<file path="config.mk">
export PLATFORM = sky130hd
export DESIGN_NAME = rr_note_player
export DESIGN_NICKNAME = d
export VERILOG_FILES = /design/src/rtl/rr_note_player.sv
export SDC_FILE = /design/constraint.sdc
export NUM_CORES = 1
export LEC_CHECK = 0
export BUFFER_PORTS_ARGS = -buffer_cell sky130_fd_sc_hd__clkbuf_2
export CELL_PAD_IN_SITES_DETAIL_PLACEMENT = 0
export CELL_PAD_IN_SITES_GLOBAL_PLACEMENT = 1
export CORE_AREA = 2 2 99 101
export CTS_BUF_LIST = sky130_fd_sc_hd__clkbuf_2
export DETAILED_ROUTE_END_ITERATION = 10
export DIE_AREA = 0 0 101 103
export PLACE_DENSITY = 0.76
export SLEW_MARGIN = 30
export SYNTH_ARGS = -nofsm -noshare
export SYNTH_HDL_FRONTEND = slang
export SYNTH_SLANG_ARGS = --single-unit
</file>
<file path="constraint.sdc">
create_clock -name clock -period 2.8 [get_ports clock]
set_input_delay 0.28 -clock clock [delete_from_list [all_inputs] [get_ports clock]]
set_output_delay 0.28 -clock clock [all_outputs]
set_load 0.03 [all_outputs]
</file>
<file path="src/rtl/rr_note_player.sv">
// rr_note_player: plays one square-wave note per accepted request, then a fixed silent gap.
module rr_note_player #(
    parameter int TICK_DIV  = 1000,
    parameter int GAP_TICKS = 2
) (
    input  logic        clock,
    input  logic        reset,
    input  logic        note_valid,
    input  logic [15:0] note_period,
    input  logic [7:0]  note_len,
    input  logic        stop,
    output logic        note_ready,
    output logic        audio,
    output logic        busy,
    output logic        done
);
    localparam int TW = $clog2(TICK_DIV);
    localparam int RW = (GAP_TICKS > 255) ? $clog2(GAP_TICKS + 1) : 8;

    typedef enum logic [1:0] {IDLE, PLAY, GAP} state_t;

    state_t          state, state_n;
    logic [TW-1:0]   tick_cnt, tick_n;
    logic [RW-1:0]   rem, rem_n;
    logic [15:0]     tone_cnt, tone_n, period_q, period_n;
    logic            audio_n, done_n;
    logic            accept, tick_wrap, last_tick, tone_wrap;

    assign note_ready = (state == IDLE);
    assign busy       = (state == PLAY) | (state == GAP);

    // rem counts note ticks in PLAY and gap ticks in GAP; its last tick ends the phase
    always_comb begin
        accept    = note_ready & note_valid & ~stop;
        tick_wrap = (state != IDLE) && (tick_cnt == TW'(TICK_DIV - 1));
        last_tick = tick_wrap && (rem == RW'(1));
        tone_wrap = (tone_cnt == period_q - 16'd1);
        state_n   = state;
        done_n    = 1'b0;
        tick_n    = (tick_wrap || state == IDLE) ? '0 : tick_cnt + 1'b1;
        rem_n     = tick_wrap ? rem - 1'b1 : rem;
        period_n  = period_q;
        tone_n    = '0;
        audio_n   = 1'b0;
        unique case (state)
            IDLE: begin
                if (accept) begin
                    period_n = note_period;
                    if (note_len != 8'd0) begin
                        state_n = PLAY;
                        rem_n   = RW'(note_len);
                    end else if (GAP_TICKS != 0) begin
                        state_n = GAP;
                        rem_n   = RW'(GAP_TICKS);
                    end else begin
                        done_n = 1'b1;
                    end
                end
            end
            PLAY: begin
                if (last_tick) begin
                    state_n = (GAP_TICKS != 0) ? GAP : IDLE;
                    rem_n   = RW'(GAP_TICKS);
                    done_n  = (GAP_TICKS == 0);
                end else if (period_q != 16'd0) begin
                    tone_n  = tone_wrap ? '0 : tone_cnt + 1'b1;
                    audio_n = audio ^ tone_wrap;
                end
            end
            GAP: begin
                if (last_tick) begin
                    state_n = IDLE;
                    done_n  = 1'b1;
                end
            end
            default: state_n = IDLE;
        endcase
        if (stop) begin
            state_n = IDLE;
            done_n  = 1'b0;
            tick_n  = '0;
            rem_n   = '0;
            tone_n  = '0;
            audio_n = 1'b0;
        end
    end

    always_ff @(posedge clock or posedge reset) begin
        if (reset) state <= IDLE;
        else       state <= state_n;
    end

    always_ff @(posedge clock or posedge reset) begin
        if (reset) begin
            tick_cnt <= '0;
            rem      <= '0;
            tone_cnt <= '0;
            period_q <= '0;
            audio    <= 1'b0;
            done     <= 1'b0;
        end else begin
            tick_cnt <= tick_n;
            rem      <= rem_n;
            tone_cnt <= tone_n;
            period_q <= period_n;
            audio    <= audio_n;
            done     <= done_n;
        end
    end
endmodule

</file>
==> metrics.log <==
INFO  metric critical_path.max_fanout = 4
INFO  metric grt_setup_unrepaired = false
INFO  metric wire_length_of_the_first_global_routing_pass = 12100 µm
INFO  metric ys_top_cells_by_area = dfrtp_1 42%, xor2_1 7.4%, nand2_1 7.0%
INFO  metric gp_congestion = 0.803
INFO  metric clockBufferDepth = 2
INFO  metric crit_arrival = 3.04 ns
INFO  metric remaining_drc_errors = 0
INFO  metric ir_drop = 0.267 mV
INFO  metric syn-mean-instance-area = 8.99 µm²
INFO  metric maximum_number_of_pins_on_one_net_before_global_route_repair = 43
INFO  metric postSynth.asyncResetShare = 100%
INFO  metric worst-r2r-cell-count = 9
INFO  metric final.setup.tns = 0 ns
INFO  metric post_synth_num_cell_types = 50
INFO  metric regToRegEndpoint = audio
INFO  metric path_class = flop to flop
INFO  metric port_bufs = 31
INFO  metric die_w = 101 µm
INFO  metric area.growth.synth_to_final = 16.0%
INFO  metric yosysSeqAreaShare = 42.0%
INFO  metric design.portCount = 32
INFO  metric cts_made_buffers = 5
INFO  metric top_usage_layer = met2
INFO  metric detailedRoute.firstPassIterationCount = 4
INFO  metric finClkSkew = 0.0279 ns
INFO  metric synth_edf_count = 0
INFO  metric drt_wl_total = 7120 µm
INFO  metric worst_hold_path_type = input pin to flop
INFO  metric worst_slew_pin_slew = 0.544 ns
INFO  metric syn-num-nets = 394
INFO  metric globalRouteTotalUtil = 14.5%
INFO  metric relSlewSlack = 63.6%
INFO  metric grt.met1_usage = 19.2%
INFO  metric power.static_leakage = 1.62 nW
INFO  metric first_global_vias = 2586
INFO  metric timing_max_transition_violations_final = 0
INFO  metric chipHeight = 103 µm
INFO  metric max_cap_violations = 0
INFO  metric reg2reg_setup_slack = 0.16 ns
INFO  metric min_period_over_period = 94.3%
INFO  metric cts.clk_slew.worst_paths = 0.30 ns
INFO  metric cts_num_sinks = 54
INFO  metric num-fill-cells = 959
INFO  metric core-area = 9460 µm²
INFO  metric maxClockFrequency = 379 MHz
INFO  metric synth_commonest_cells = 60 x nand2_1, 54 x dfrtp_1, 36 x nor2_1, 27 x xor2_1, 21 x xnor2_1
INFO  metric placed_wire_length_estimate_after_detailed_placement = 5390 µm
INFO  metric ys.warnings.count = 0
INFO  metric timing.critical_path.to_type = flop
INFO  metric via_count = 2629
INFO  metric tritoncts = yes
INFO  metric number_of_hold_violations_in_the_final_report = 0
INFO  metric ant_nets = 0
INFO  metric placement.cell_area = 3530 µm²
INFO  metric final_cell_area = 3730 µm²
INFO  metric vias_per_cell = 5.05
INFO  metric worstSetupStartpointType = flop
INFO  metric floorplan.die_area = 10400 µm²
INFO  metric yosysTopAreaCell = dfrtp_1
INFO  metric finalSetupViolations = 0
INFO  metric synthMostInstantiatedCell = nand2_1
INFO  metric globalRouteMet3Util = 2.51%
INFO  metric critPathLaunch = period_q[0]
INFO  metric ys_ff_latch = 54
INFO  metric num_rows = 36
INFO  metric cp-endpoint = audio
INFO  metric worst-endpoint-required = 3.20 ns
INFO  metric period_needed = 2.64 ns
INFO  metric routed_wire_length_per_instance = 13.7 µm
INFO  metric post-synth-top-area-fraction = 42.0%
INFO  metric synth_cells = 358
INFO  metric drt-initial-drc-count = 116
INFO  metric synth_area = 3220 µm²
INFO  metric groute.layer.met2.usage = 25.5%
INFO  metric cts_max_level = 2
INFO  metric clock_tree_root = clkbuf_2
INFO  metric grt.overflow.total = 0
INFO  metric drive_above_1_share = 16.0%
INFO  metric clock_insertion_delay_worst_skew = 0.45 ns
INFO  metric synthFlopType = dfrtp_1
INFO  metric timing.rr.start = period_q[0]
INFO  metric power_per_unit_of_standard_cell_area = 710 nW/µm²
INFO  metric num_antenna_cells = 0
INFO  metric start_util = 34.0%
INFO  metric final_nets = 442
INFO  metric grt_antenna_before_repair = 0
INFO  metric status = complete, no violations
## area by class of cell
type                            count  area, µm²  share of cell area [%]
Clock buffer                        5       25.0                   0.671
Clock inverter                      3       20.0                   0.537
Tap cell                          114        143                    3.82
Timing Repair Buffer               55        370                    9.93
Sequential cell                    54       1350                    36.2
Multi-Input combinational cell    277       1770                    47.5
Inverter                           13       48.8                    1.31
## cell families (layout without fill, tap and decap cells)
logic type      Yosys count  after routing  synth area share, %
mux                       6              6                 1.98
xor+xnor                 48             48                 13.1
simple gates            173            173                 28.3
compound gates           42             42                 8.09
flops                    54             54                 42.0
fa+ha+maj                 8              8                 3.11
buf+inv                  27             76                 3.42
## metal layers
layer	vias to the layer above	routed length, µm
met3	2	219
met4	0	17
li1	1309	-
met1	1279	3300
met5	-	0
met2	39	3580
## critical path: stages, from the launching register on
cell       delay, ns
dfrtp_1         0.44
inv_1           0.08
ha_1            0.20
or3b_2          0.49
nor3_1          0.22
mux2_2          0.37
nor4_2          0.24
o2111ai_2       0.22
xnor2_1         0.17
and2_1          0.15
## how the worst min path moves through the flow
stage	end	slack, ns	cells after the start	from
after detailed placement	tick_cnt[8]	0.22	2	reset
after floorplan	period_q[10]	0.39	2	note_period[10]
after global placement	tick_cnt[8]	0.22	2	reset
after global routing	period_q[2]	0.007	3	note_period[2]
after CTS	rem[0]	0.006	3	note_len[0]
final	period_q[4]	0.04	3	note_period[4]
## cells in the final DEF, fill, tap and decap left out, types with 2 or more instances in the layout
cell type	instances
a21oi_1	11
xnor2_1	21
mux2_2	3
and4_1	2
nand4_1	4
and3_1	5
ha_1	8
nand3_1	14
nand2_1	60
nor2b_1	3
nor4_2	2
nor3_1	6
nor4_1	5
o211ai_1	3
inv_1	12
nand4b_1	3
dfrtp_1	54
nor2_1	36
mux2i_1	3
buf_4	10
and2_1	5
clkbuf_2	36
nand3b_1	4
xor2_1	27
o21bai_1	2
o21ai_0	17
o31ai_1	2
or3_1	4
or4_1	6
dlygate4sd3_1	14
## registers in the layout (all words and copies together), names as in the netlist
register / flops
audio: 1
done: 1
rem: 8
tone_cnt: 16
period_q: 16
state: 2
tick_cnt: 10
## power breakdown
group / switching [W] / total, W / internal [W]
Sequential: 0.000223 / 0.00116 / 0.000937
Combinational: 0.000648 / 0.00117 / 0.000519
Clock: 0.000259 / 0.000321 / 0.0000621
Total: 0.00113 / 0.00265 / 0.00152
## per-stage QoR
stage	utilization [%]	setup WS, ns	power [W]	instances	hold WS (ns)
CTS	39.2	0.0308	0.00266	520	0.00574
floorplan	-	0.201	0.00200	358	0.385
finish	39.4	0.159	0.00265	521	0.0411
global route	39.4	0.00601	0.00287	521	0.00707
detailed placement	37.3	0.0488	0.00232	499	0.216
global placement	37.3	0.133	0.00229	499	0.220
## timing repair
action,4_1_cts,5_1_grt
setup endpoints to repair,0,16
endpoints found under the hold margin,24,1
gates resized for setup,0,3
hold buffers,13,1
setup buffers,0,0
Power figures use the tool's default switching activity.
